--- config.mk ---
export PLATFORM = sky130hd
export DESIGN_NAME = wash_cycle_sequencer
export DESIGN_NICKNAME = d
export VERILOG_FILES = /design/src/rtl/wash_cycle_sequencer.sv
export SDC_FILE = /design/constraint.sdc
export NUM_CORES = 1
export LEC_CHECK = 0
export BUFFER_PORTS_ARGS = -buffer_cell sky130_fd_sc_hd__buf_2
export CAP_MARGIN = 20
export CORE_UTILIZATION = 45
export CTS_CLUSTER_DIAMETER = 100
export CTS_CLUSTER_SIZE = 10
export DETAILED_ROUTE_END_ITERATION = 10
export PLACE_DENSITY_LB_ADDON = 0.2
export SLEW_MARGIN = 10
export SYNTH_ARGS = -nofsm -noshare
export SYNTH_HDL_FRONTEND = slang
export SYNTH_SLANG_ARGS = --single-unit
--- constraint.sdc ---
create_clock -name clk -period 8.7 [get_ports clk]
set_clock_uncertainty 0.1 [all_clocks]
set_input_delay 1.74 -clock clk [delete_from_list [all_inputs] [get_ports clk]]
set_output_delay 1.74 -clock clk [all_outputs]
set_load 0.005 [all_outputs]
--- src/rtl/wash_cycle_sequencer.sv ---
// Washing-machine cycle sequencer: IDLE -> FILL -> HEAT -> WASH -> RINSE -> SPIN -> DONE, with a sticky FAULT state.
// Latency: state and every actuator output are registered together, so both change on the clock edge after the inputs that cause them.
// Backpressure: none. The time base is the 'tick' pulse. The optional PAUSE_EN build freezes FILL..SPIN while 'pause' is high.
//
// Ports: clk/reset (async, active-high); tick time base; start/pause/door_closed/water_full levels;
//        wash_mode (3 = quick wash) and target_temp are latched at cycle start; water_temp is the sensor value.
//        Outputs: door_lock, water_valve, heater_on, drain_pump, drum_motor (00 off/01 slow/10 fast),
//        temp_locked, phase (= state code), done (one-cycle pulse), fault.
// Build option: define PAUSE_EN to include pause support. Without it, the pause input is ignored.
module wash_cycle_sequencer #(
    parameter int FILL_TIMEOUT = 20,
    parameter int WASH_TICKS   = 40,
    parameter int RINSE_TICKS  = 16,
    parameter int SPIN_TICKS   = 12
) (
    input  logic       clk,
    input  logic       reset,
    input  logic       tick,
    input  logic       start,
    input  logic       pause,
    input  logic       door_closed,
    input  logic       water_full,
    input  logic [2:0] wash_mode,
    input  logic [6:0] target_temp,
    input  logic [6:0] water_temp,
    output logic       door_lock,
    output logic       water_valve,
    output logic       heater_on,
    output logic       drain_pump,
    output logic [1:0] drum_motor,
    output logic       temp_locked,
    output logic [2:0] phase,
    output logic       done,
    output logic       fault
);

    typedef enum logic [2:0] {
        S_IDLE  = 3'd0,
        S_FILL  = 3'd1,
        S_HEAT  = 3'd2,
        S_WASH  = 3'd3,
        S_RINSE = 3'd4,
        S_SPIN  = 3'd5,
        S_DONE  = 3'd6,
        S_FAULT = 3'd7
    } state_t;

    localparam logic [8:0] FILL_LIM  = 9'(FILL_TIMEOUT);
    localparam logic [8:0] WASH_LIM  = 9'(WASH_TICKS);
    localparam logic [8:0] QUICK_LIM = 9'(WASH_TICKS / 2);
    localparam logic [8:0] RINSE_LIM = 9'(RINSE_TICKS);
    localparam logic [8:0] SPIN_LIM  = 9'(SPIN_TICKS);

    state_t     state_q, state_d;
    logic [7:0] cnt_q, cnt_d;
    logic [2:0] mode_q, mode_d;
    logic [6:0] target_q, target_d;

    logic       door_lock_q, door_lock_d;
    logic       water_valve_q, water_valve_d;
    logic       heater_on_q, heater_on_d;
    logic       drain_pump_q, drain_pump_d;
    logic [1:0] drum_motor_q, drum_motor_d;
    logic       temp_locked_q, temp_locked_d;
    logic [2:0] phase_q, phase_d;
    logic       done_q, done_d;
    logic       fault_q, fault_d;

    logic       active;
    logic       paused;
    logic       hold;
    logic [8:0] cnt_inc;
    logic [8:0] wash_lim;

    // The running phases are the only ones affected by door-open and pause.
    assign active = (state_q == S_FILL) || (state_q == S_HEAT) || (state_q == S_WASH) ||
                    (state_q == S_RINSE) || (state_q == S_SPIN);

`ifdef PAUSE_EN
    assign paused = active & pause;
`else
    logic unused_pause;
    assign paused       = 1'b0;
    assign unused_pause = pause;
`endif

    always_comb begin
        state_d  = state_q;
        mode_d   = mode_q;
        target_d = target_q;
        wash_lim = (mode_q == 3'd3) ? QUICK_LIM : WASH_LIM;
        // cnt_inc is the count including this edge's tick. A phase ends on the
        // edge whose tick reaches the limit, and that tick is not carried into
        // the next phase.
        cnt_inc  = {1'b0, cnt_q} + {8'd0, tick & ~paused};

        if (!paused) begin
            unique case (state_q)
                S_IDLE: begin
                    if (start && door_closed) begin
                        state_d  = S_FILL;
                        mode_d   = wash_mode;
                        target_d = target_temp;
                    end
                end
                S_FILL: begin
                    // A full tank takes priority over a timeout on the same edge.
                    if (water_full)                state_d = S_HEAT;
                    else if (cnt_inc >= FILL_LIM)  state_d = S_FAULT;
                end
                S_HEAT:  if (water_temp >= target_q)  state_d = S_WASH;
                S_WASH:  if (cnt_inc >= wash_lim)     state_d = S_RINSE;
                S_RINSE: if (cnt_inc >= RINSE_LIM)    state_d = S_SPIN;
                S_SPIN:  if (cnt_inc >= SPIN_LIM)     state_d = S_DONE;
                S_DONE:  state_d = S_IDLE;
                S_FAULT: state_d = S_FAULT;
                default: state_d = S_FAULT;
            endcase
        end

        // An open door in a running phase wins over everything, paused or not.
        if (active && !door_closed) state_d = S_FAULT;

        cnt_d = (state_d != state_q) ? 8'd0 : cnt_inc[7:0];
        hold  = paused && (state_d == state_q);

        // Outputs are decoded from the next state so they register alongside it.
        water_valve_d = 1'b0;
        heater_on_d   = 1'b0;
        drain_pump_d  = 1'b0;
        drum_motor_d  = 2'b00;
        done_d        = 1'b0;
        fault_d       = 1'b0;
        unique case (state_d)
            S_FILL:  water_valve_d = 1'b1;
            S_HEAT:  begin heater_on_d = 1'b1; drum_motor_d = 2'b01; end
            S_WASH:  drum_motor_d = 2'b01;
            S_RINSE: begin water_valve_d = 1'b1; drain_pump_d = 1'b1; drum_motor_d = 2'b01; end
            S_SPIN:  begin drain_pump_d = 1'b1; drum_motor_d = 2'b10; end
            S_DONE:  done_d = 1'b1;
            S_FAULT: begin fault_d = 1'b1; drain_pump_d = 1'b1; end
            default: ;
        endcase
        if (hold) begin
            water_valve_d = 1'b0;
            heater_on_d   = 1'b0;
            drain_pump_d  = 1'b0;
            drum_motor_d  = 2'b00;
        end
        door_lock_d   = (state_d != S_IDLE);
        temp_locked_d = (state_d != S_IDLE);
        phase_d       = state_d;
    end

    always_ff @(posedge clk or posedge reset) begin
        if (reset) begin
            state_q       <= S_IDLE;
            cnt_q         <= 8'd0;
            mode_q        <= 3'd0;
            target_q      <= 7'd0;
            door_lock_q   <= 1'b0;
            water_valve_q <= 1'b0;
            heater_on_q   <= 1'b0;
            drain_pump_q  <= 1'b0;
            drum_motor_q  <= 2'b00;
            temp_locked_q <= 1'b0;
            phase_q       <= 3'd0;
            done_q        <= 1'b0;
            fault_q       <= 1'b0;
        end else begin
            state_q       <= state_d;
            cnt_q         <= cnt_d;
            mode_q        <= mode_d;
            target_q      <= target_d;
            door_lock_q   <= door_lock_d;
            water_valve_q <= water_valve_d;
            heater_on_q   <= heater_on_d;
            drain_pump_q  <= drain_pump_d;
            drum_motor_q  <= drum_motor_d;
            temp_locked_q <= temp_locked_d;
            phase_q       <= phase_d;
            done_q        <= done_d;
            fault_q       <= fault_d;
        end
    end

    assign door_lock   = door_lock_q;
    assign water_valve = water_valve_q;
    assign heater_on   = heater_on_q;
    assign drain_pump  = drain_pump_q;
    assign drum_motor  = drum_motor_q;
    assign temp_locked = temp_locked_q;
    assign phase       = phase_q;
    assign done        = done_q;
    assign fault       = fault_q;

endmodule

==> impl_metrics.env, run 1 <==
export IMPL_vias=1476
export IMPL_num_rows=23
export IMPL_vias_per_cell=5.18
export IMPL_worst_setup_path_start_kind="primary input"
export IMPL_crit_required_ns=8.75
export IMPL_drtIter0Drc=67
export IMPL_clk_pin_slew_ns=0.06
export IMPL_yosysTopAreaCellShare_pct=38.4
export IMPL_diodes=0
export IMPL_cap_violations=0
export IMPL_grt_max_degree=18
export IMPL_path_class="in2reg"
export IMPL_globalRouteOverflowTotal=0
export IMPL_initial_utilization_pct=47.2
export IMPL_synth_commonest_cells="dfrtp_1, nor2_1, nand2_1"
export IMPL_p_per_area_nw_per_um2=200
export IMPL_grt_pass1_wl_mm=6.02
export IMPL_hpwl_mm=2.72
export IMPL_tightest_slew_ns=0.624
export IMPL_ios=36
export IMPL_synth_edf_count=0
export IMPL_drive_above_1_share_pct=26.0
export IMPL_worst_r2r_path_depth=13
export IMPL_synth_area_leaders="dfrtp_1, ha_1, nor2_1, nand2_1, inv_1"
export IMPL_cts_root_buf="clkbuf_8"
export IMPL_clkLatencyLatePin_ns=0.28
export IMPL_synthCells=203
export IMPL_hold_buffers=0
export IMPL_cts_setup_buffers=0
export IMPL_instances_no_fill=285
export IMPL_crit_path_max_fanout=8
export IMPL_min_period_ns=4.59
export IMPL_area_delta_synth_final_pct=16.9
export IMPL_end_kind="flop"
export IMPL_ant_nets=0
export IMPL_p_seq_share_pct=38.9
export IMPL_timing_hold_ws_ns=0.410
export IMPL_syn_area_um2=1890
export IMPL_tns_ns=0
export IMPL_grt_pass1_vias=1391
export IMPL_cts_path_max_buffers=2
export IMPL_crit_path_top_delay_cell="or3_1"
export IMPL_htree_levels=2
export IMPL_endpoint="cnt_q[7]$_DFF_PP0_"
export IMPL_gp_congestion=0.717
export IMPL_ys_async_sr_fraction_pct=100
export IMPL_status="finished, final reports clean"
export IMPL_cp_data_arrival_time_ns=4.64
export IMPL_rrSetupSlack_ns=5.32
export IMPL_dieArea_um2=4460
export IMPL_pwr_share_comb_pct=28.8
export IMPL_yosysMostFrequentCell="dfrtp_1"
export IMPL_wl_per_cell_um=12.4
export IMPL_synth_nets=239
export IMPL_worstPathCellList="buf_2, ha_1, ha_1, and2b_1, nor2_1, ha_1, nor2b_1, nor4_1, a2111oi_2, or3_1, o21ai_2, nor4b_2, o221ai_2, nor2_1"
export IMPL_port_buffers=34
export IMPL_cts_sinks=29
export IMPL_p_sw_uw=141
export IMPL_fp_dieW_um=66.8
export IMPL_first_pass_iters=4
export IMPL_max_slew_margin_pct=58.3
export IMPL_fp_dieH_um=66.8
export IMPL_r2r_end="cnt_q[7]$_DFF_PP0_"
export IMPL_hold_path_class="reg2reg"
export IMPL_tritoncts="done"
export IMPL_setup_viol=0
export IMPL_cts_resized=0
export IMPL_wl_mm=3.54
export IMPL_crit_path_frequent_cell="ha_1"
export IMPL_rsz0062_at_grt="false"
export IMPL_final_max_slew_viol_count=0
export IMPL_num_nets_final=270
export IMPL_synth_top_cell_by_area="dfrtp_1"
export IMPL_ir_worst_vdd_v=0.000109
export IMPL_grt_usage_pct=18.5
export IMPL_leakagePower_nw=1.07
export IMPL_place_inst=277
export IMPL_synth_ff_type="dfrtp_1"
export IMPL_drcViolationCount=0
export IMPL_cts_buffers=5
export IMPL_clkPwrFrac_pct=32.3
export IMPL_postPlaceCellArea_um2=2090
export IMPL_p_int_uw=299
export IMPL_synth_seq_area_share_pct=38.4
export IMPL_antenna_found_initial=0
export IMPL_max_freq_mhz=218
export IMPL_synthDistinctLibCells=58
export IMPL_fillers=377
export IMPL_synth_warnings=0
export IMPL_fin_area_um2=2210
export IMPL_synth_area_per_cell_um2=9.30
export IMPL_switching_share_pct=32.1
export IMPL_cpPeakStageDelay_ns=0.42
export IMPL_worstReg2RegStart="cnt_q[0]$_DFF_PP0_"
export IMPL_hold_viol=0
export IMPL_fin_crit_sh_pct=52.8
export IMPL_startpoint="tick"
export IMPL_ys_ff_latch=29
export IMPL_coreArea_um2=4000
-- stage by stage --
step	util, %	worst slack, ns	power, mW
floorplan	-	4.29	0.276
global route	55.2	3.94	0.472
detailed placement	52.3	3.79	0.301
finish	55.2	4.11	0.441
CTS	55.2	4.09	0.446
global placement	51.6	3.83	0.298
-- critical path, delay by kind of cell --
family	cells	cell delay [ns]
and+or+nand+nor	7	1.36
adders and majority gates	3	0.70
buffers and inverters	1	0.08
AOI/OAI and AO/OA	3	0.75
-- kinds of logic (layout without fill, tap and decap cells) --
logic type	Yosys count	in the layout	synth area share, %
fa+ha+maj	12	12	7.95
flops	29	29	38.4
simple gates	81	81	23.7
xor+xnor	5	5	2.32
buf+inv	29	61	6.63
mux	8	8	4.51
compound gates	39	39	16.4
-- state kept, by name (all words and copies together), names as in the netlist --
| name | cells |
|---|---|
| cnt_q | 8 |
| done | 1 |
| drain_pump | 1 |
| drum_motor | 2 |
| fault | 1 |
| heater_on | 1 |
| mode_q | 3 |
| phase | 3 |
| target_q | 7 |
| temp_locked | 1 |
| water_valve | 1 |
-- placed cells by master, fill, tap and decap left out, types with 3 or more instances in the layout --
cell type,Yosys,routed
and2_1,3,3
and3_1,5,5
buf_2,1,34
clkbuf_8,0,6
dfrtp_1,29,29
ha_1,12,12
inv_1,18,18
mux2_2,4,4
mux2i_1,4,4
nand2_1,20,20
nand2b_1,4,4
nor2_1,21,21
nor2b_1,4,4
nor3_1,3,3
o21ai_0,13,13
xnor2_1,4,4
-- power groups by stage --
stage                     clock network, mW  logic (mW)  registers (mW)
after detailed placement                  0       0.127           0.174
final                                 0.142       0.127           0.171
after global placement                    0       0.125           0.174
after floorplan                           0       0.116           0.160
after global routing                  0.154       0.143           0.174
after CTS                             0.146       0.128           0.171
-- routing by layer --
layer / track usage, % / part of all wire (%) / up-vias
met5: 0 / 0 / -
met2: 28.4 / 47 / 29
met4: 7.98 / 1.4 / 0
met3: 5.82 / 3.9 / 4
met1: 23.6 / 48 / 675
li1: - / - / 768
-- worst min-delay path by stage --
stage / cells past startpoint / start / endpoint / slack, ns
finish: 1 / mode_q[0]$_DFFE_PP0P_ / mode_q[0]$_DFFE_PP0P_ / 0.41
global route: 1 / mode_q[2]$_DFFE_PP0P_ / mode_q[2]$_DFFE_PP0P_ / 0.42
CTS: 1 / mode_q[1]$_DFFE_PP0P_ / mode_q[1]$_DFFE_PP0P_ / 0.41
detailed placement: 1 / mode_q[1]$_DFFE_PP0P_ / mode_q[1]$_DFFE_PP0P_ / 0.40
global placement: 1 / mode_q[2]$_DFFE_PP0P_ / mode_q[2]$_DFFE_PP0P_ / 0.39
floorplan: 1 / mode_q[0]$_DFFE_PP0P_ / mode_q[0]$_DFFE_PP0P_ / 0.38
-- layout make-up --
cell class	instances	area [µm²]	share of cell area, %
timing repair buffer	35	198	8.96
tap	50	62.6	2.83
clock inverter	1	30.0	1.36
multi-input combinational	145	1040	47.0
inverter	18	67.6	3.06
clock buffer	7	86.3	3.91
sequential	29	726	32.9
(Power assumes the default switching activity.)
==> run 2: changes to the inputs <==
==> constraint.sdc (replaced) <==
create_clock -name clk -period 3.8 [get_ports clk]
set_clock_uncertainty 0.1 [all_clocks]
set_input_delay 0.76 -clock clk [delete_from_list [all_inputs] [get_ports clk]]
set_output_delay 0.76 -clock clk [all_outputs]
set_load 0.005 [all_outputs]
==> run 2 against run 1 <==
- core utilization grew 0.38 points
- largest power group unchanged
- first-iteration DRC count fell by 3.0%
- combinational power rose by 140%
- clock-buffer cell count is 2 lower
- setup slack worse by 3.7 ns
- cell area up 0.68%
- highest routed layer unchanged
- sequential power is 130% higher
==> impl_metrics.env, run 2 (synthesis results as in run 1) <==
export IMPL_status="finished, final reports clean"
export IMPL_cts_sinks=29
export IMPL_gp_congestion=0.762
export IMPL_worst_setup_path_start_kind="primary input"
export IMPL_setup_viol=0
export IMPL_cts_root_buf="clkbuf_8"
export IMPL_coreArea_um2=4000
export IMPL_cap_violations=0
export IMPL_p_int_uw=607
export IMPL_min_period_ns=3.42
export IMPL_grt_pass1_wl_mm=6.16
export IMPL_antenna_found_initial=0
export IMPL_grt_max_degree=18
export IMPL_drcViolationCount=0
export IMPL_hold_viol=0
export IMPL_tns_ns=0
export IMPL_htree_levels=2
export IMPL_vias=1538
export IMPL_vias_per_cell=5.29
export IMPL_p_seq_share_pct=42.0
export IMPL_worstPathCellList="buf_2, ha_1, ha_1, and2b_1, nor2_1, ha_1, nor2b_1, nor4_1, a2111oi_2, nor4_2, a221oi_2, or2_0, nor2_4, and2_1"
export IMPL_num_rows=23
export IMPL_max_slew_margin_pct=61.4
export IMPL_clkPwrFrac_pct=25.7
export IMPL_p_per_area_nw_per_um2=421
export IMPL_critPathBufInv=1
export IMPL_cts_setup_buffers=0
export IMPL_fillers=366
export IMPL_cp_data_arrival_time_ns=3.49
export IMPL_crit_path_top_delay_cell="a2111oi_2"
export IMPL_cts_resized=0
export IMPL_grt_pass1_vias=1437
export IMPL_crit_path_max_fanout=7
export IMPL_tritoncts="done"
export IMPL_leakagePower_nw=1.08
export IMPL_ios=36
export IMPL_dieArea_um2=4460
export IMPL_initial_utilization_pct=47.2
export IMPL_cts_buffers=5
export IMPL_critPathTopFamily="simple AND/OR/NAND/NOR gates"
export IMPL_hold_path_class="reg2reg"
export IMPL_drtIter0Drc=65
export IMPL_grt_usage_pct=18.6
export IMPL_largest_reg_flops=8
export IMPL_fp_dieH_um=66.8
export IMPL_crit_path_frequent_cell="ha_1"
export IMPL_clk_pin_slew_ns=0.06
export IMPL_wl_per_cell_um=12.0
export IMPL_layout_common_cells="buf_2, dfrtp_1, nor2_1, nand2_1, inv_1"
export IMPL_cts_path_max_buffers=2
export IMPL_num_nets_final=276
export IMPL_ant_nets=0
export IMPL_top_regs="cnt_q x8, target_q x7"
export IMPL_tightest_slew_ns=0.578
export IMPL_diodes=0
export IMPL_max_freq_mhz=292
export IMPL_crit_required_ns=3.87
export IMPL_pwr_share_comb_pct=32.3
export IMPL_drive_above_1_share_pct=28.2
export IMPL_port_buffers=34
export IMPL_rsz0062_at_grt="false"
export IMPL_p_sw_uw=328
export IMPL_ir_worst_vdd_v=0.000271
export IMPL_layout_commonest_cell="buf_2"
export IMPL_area_delta_synth_final_pct=17.7
export IMPL_cpPeakStageDelay_ns=0.41
export IMPL_first_pass_iters=4
export IMPL_multi_input_comb_area_um2=1040
export IMPL_fin_crit_sh_pct=90.0
export IMPL_hpwl_mm=2.71
export IMPL_end_kind="flop"
export IMPL_postPlaceCellArea_um2=2140
export IMPL_top_register="cnt_q"
export IMPL_switching_share_pct=35.1
export IMPL_clkLatencyLatePin_ns=0.28
export IMPL_final_max_slew_viol_count=0
export IMPL_path_class="in2reg"
export IMPL_post_route_util_pct=55.6
export IMPL_wl_mm=3.50
export IMPL_globalRouteOverflowTotal=0
export IMPL_regArea_um2=726
export IMPL_fp_dieW_um=66.8
export IMPL_hold_buffers=0
export IMPL_fin_area_um2=2220
-- run 2: cell types whose count changed in the layout (fill, tap and decap cells not counted) --
cell / change
buf_4: +6
clkinv_2: +2
bufinv_16: -1
clkbuf_1: -1
clkbuf_8: -1
clkinvlp_4: +1
-- run 2: cell type report --
type | instances | area share (%)
repair buffers | 41 | 10.9
well taps | 50 | 2.82
clock inverters | 3 | 0.788
multi-input cells | 145 | 46.7
clock buffers | 5 | 3.10
flip-flops and latches | 29 | 32.7
inverters | 18 | 3.04
-- run 2: final timing paths --
| path | startpoint | to | slack [ns] | cells past startpoint |
|---|---|---|---|---|
| min in group asynchronous | reset | target_q[6]$_DFFE_PP0P_ | 0.44 | 2 |
| max reg2reg | cnt_q[0]$_DFF_PP0_ | heater_on$_DFF_PP0_ | 0.61 | 13 |
| min reg2reg | mode_q[0]$_DFFE_PP0P_ | mode_q[0]$_DFFE_PP0P_ | 0.41 | 1 |
| max | tick | heater_on$_DFF_PP0_ | 0.38 | 14 |
| min | mode_q[0]$_DFFE_PP0P_ | mode_q[0]$_DFFE_PP0P_ | 0.41 | 1 |
| max in group asynchronous | reset | cnt_q[2]$_DFF_PP0_ | 2.69 | 3 |
-- run 2: stage by stage --
stage / setup slack [ns] / total power [mW] / hold slack (ns) / instances
after global routing: 0.100 / 1.01 / 0.431 / 291
after global placement: 0.102 / 0.699 / 0.390 / 282
after floorplan: 0.366 / 0.632 / 0.381 / 203
after detailed placement: 0.0679 / 0.703 / 0.396 / 283
after CTS: 0.364 / 0.952 / 0.411 / 291
final: 0.380 / 0.936 / 0.408 / 291
-- run 2: per-layer routing --
layer	wire length (µm)	up-vias	track usage (%)	part of all wire [%]
met5	0	-	0	0
li1	-	786	-	-
met4	36	0	7.18	1.0
met3	112	4	4.28	3.2
met2	1630	26	29.7	46
met1	1730	722	24.2	49
-- run 2: power groups by stage --
| stage | clock network [mW] | logic, mW | registers (mW) |
|---|---|---|---|
| floorplan | 0 | 0.265 | 0.367 |
| global placement | 0 | 0.301 | 0.398 |
| detailed placement | 0 | 0.304 | 0.399 |
| CTS | 0.252 | 0.307 | 0.393 |
| global route | 0.261 | 0.345 | 0.400 |
| finish | 0.241 | 0.302 | 0.393 |
==> run 3: changes to the inputs <==
--- a/config.mk
+++ b/config.mk
@@ -11,6 +11,7 @@
 export CTS_CLUSTER_DIAMETER = 100
 export CTS_CLUSTER_SIZE = 10
 export DETAILED_ROUTE_END_ITERATION = 10
+export GPL_TIMING_DRIVEN = 0
 export PLACE_DENSITY_LB_ADDON = 0.2
 export SLEW_MARGIN = 10
 export SYNTH_ARGS = -nofsm -noshare
==> constraint.sdc (replaced) <==
create_clock -name clk -period 3.4 [get_ports clk]
set_clock_uncertainty 0.1 [all_clocks]
set_input_delay 0.68 -clock clk [delete_from_list [all_inputs] [get_ports clk]]
set_output_delay 0.68 -clock clk [all_outputs]
set_load 0.005 [all_outputs]
==> run 3 against run 2 <==
- first-iteration DRC count is 72% higher
- sequential share of layout area decreased by 1.8 points
- combinational power up 52%
==> impl_metrics.env, run 3 (synthesis results as in run 1) <==
export IMPL_status="finished, final reports clean"
export IMPL_leakagePower_nw=1.09
export IMPL_cp_data_arrival_time_ns=3.29
export IMPL_grt_pass1_vias=1401
export IMPL_tritoncts="done"
export IMPL_hold_viol=0
export IMPL_layout_commonest_cell="buf_2"
export IMPL_vias_per_cell=5.27
export IMPL_coreArea_um2=4000
export IMPL_largest_reg_flops=8
export IMPL_hold_path_class="in2async"
export IMPL_diodes=0
export IMPL_fin_crit_sh_pct=95.4
export IMPL_drcViolationCount=0
export IMPL_crit_required_ns=3.45
export IMPL_num_nets_final=282
export IMPL_htree_levels=2
export IMPL_clk_pin_slew_ns=0.06
export IMPL_path_class="in2reg"
export IMPL_ios=36
export IMPL_wl_met1_mm=1.75
export IMPL_antenna_found_initial=0
export IMPL_min_period_ns=3.24
export IMPL_fp_dieW_um=66.8
export IMPL_fp_dieH_um=66.8
export IMPL_worst_setup_path_start_kind="primary input"
export IMPL_max_slew_margin_pct=62.2
export IMPL_fin_area_um2=2350
export IMPL_clkLatencyLatePin_ns=0.28
export IMPL_port_buffers=33
export IMPL_drtIter0Drc=112
export IMPL_cts_path_max_buffers=2
export IMPL_dr_wl_met3_um=125
export IMPL_finalPower_mw=1.15
export IMPL_ir_worst_vdd_v=0.000285
export IMPL_layout_common_cells="buf_2, dfrtp_1, nand2_1, nor2_1, inv_1"
export IMPL_rrSetupSlack_ns=0.30
export IMPL_tightest_slew_ns=0.566
export IMPL_setup_viol=0
export IMPL_end_kind="flop"
export IMPL_wl_per_cell_um=12.3
export IMPL_cts_buffers=5
export IMPL_rsz0062_at_grt="false"
export IMPL_critPathTopFamily="simple AND/OR/NAND/NOR gates"
export IMPL_cts_root_buf="clkbuf_8"
export IMPL_grt_usage_pct=18.3
export IMPL_top_regs="cnt_q x8, target_q x7"
export IMPL_dieArea_um2=4460
export IMPL_fillers=359
export IMPL_cpPeakStageDelay_ns=0.43
export IMPL_top_register="cnt_q"
export IMPL_ant_nets=0
export IMPL_drive_above_1_share_pct=31.6
export IMPL_topRoutingLayerUsed="met4"
export IMPL_first_pass_iters=4
export IMPL_crit_path_top_delay_cell="or3_4"
export IMPL_critPathBufInv=2
export IMPL_cts_sinks=29
export IMPL_max_freq_mhz=308
export IMPL_wl_mm=3.66
export IMPL_worstPathCellList="buf_2, ha_4, nand3_4, xnor2_2, ha_1, nor2b_2, a311oi_2, a2111oi_4, or3_4, o21ai_4, nor4b_2, o221ai_2, buf_4, nor2_1"
export IMPL_cap_violations=0
export IMPL_area_delta_synth_final_pct=24.5
export IMPL_hold_buffers=0
export IMPL_wl_met2_mm=1.76
export IMPL_p_per_area_nw_per_um2=491
export IMPL_num_rows=23
export IMPL_final_max_slew_viol_count=0
export IMPL_initial_utilization_pct=47.2
export IMPL_globalRouteOverflowTotal=0
export IMPL_timing_hold_ws_ns=0.348
export IMPL_hpwl_mm=2.75
export IMPL_crit_path_max_fanout=8
export IMPL_vias=1565
export IMPL_gp_congestion=0.790
export IMPL_grt_pass1_wl_mm=6.05
export IMPL_postPlaceCellArea_um2=2140
export IMPL_grt_max_degree=18
[run 3: routing by layer]
metal	global-route usage, %	vias to the layer above
li1	-	800
met1	24.5	730
met2	28.7	33
met3	4.79	2
met4	5.59	0
met5	0	-
[run 3: what timing repair did]
| item | CTS | global route |
|---|---|---|
| buffers inserted | 1 | 1 |
| pin swaps | 1 | 4 |
| resized for setup | 3 | 13 |
| endpoints found under the setup margin | 9 | 16 |
| gates cloned | 0 | 0 |
[run 3: worst reg2reg max path, stage by stage (launching register included)]
cell       delay (ns)
dfrtp_1          0.39
ha_4             0.19
ha_4             0.18
and2b_1          0.22
nor2_1           0.07
ha_1             0.31
a311oi_2         0.28
a2111oi_4        0.09
or3_4            0.43
o21ai_4          0.21
nor4b_2          0.08
o221ai_2         0.20
buf_4            0.18
nor2_1           0.05
[run 3: cell type report]
| type | instances | area (µm²) | share of cell area, % |
|---|---|---|---|
| tap | 50 | 62.6 | 2.66 |
| clock inverter | 3 | 22.5 | 0.958 |
| timing repair buffer | 36 | 208 | 8.83 |
| clock buffer | 5 | 68.8 | 2.93 |
| multi-input combinational | 145 | 1140 | 48.4 |
| buffer | 11 | 57.6 | 2.45 |
| inverter | 18 | 67.6 | 2.87 |
| sequential | 29 | 726 | 30.9 |
[run 3: through the flow]
step / setup WS [ns] / std cells / TNS, ns / util (%)
CTS: 0.00314 / 296 / 0 / 56.3
finish: 0.157 / 297 / 0 / 58.8
global placement: -0.437 / 286 / -5.81 / 52.9
floorplan: 0.0465 / 203 / 0 / -
global route: 0.0382 / 297 / 0 / 58.8
detailed placement: -0.458 / 287 / -5.83 / 53.6
[run 3: path summary, 6_finish.rpt]
check                                      start                 endpoint  cells past startpoint
max                                         tick       cnt_q[4]$_DFF_PP0_                     14
min                                        reset  target_q[6]$_DFFE_PP0P_                      2
max reg2reg                   cnt_q[0]$_DFF_PP0_       cnt_q[4]$_DFF_PP0_                     13
min reg2reg                mode_q[1]$_DFFE_PP0P_    mode_q[1]$_DFFE_PP0P_                      1
max in group asynchronous                  reset       cnt_q[4]$_DFF_PP0_                      3
min in group clk           mode_q[1]$_DFFE_PP0P_    mode_q[1]$_DFFE_PP0P_                      1
[run 3: power by group]
| group | internal (mW) | switching, mW |
|---|---|---|
| Clock | 0.143 | 0.131 |
| Combinational | 0.214 | 0.245 |
| Sequential | 0.381 | 0.0386 |
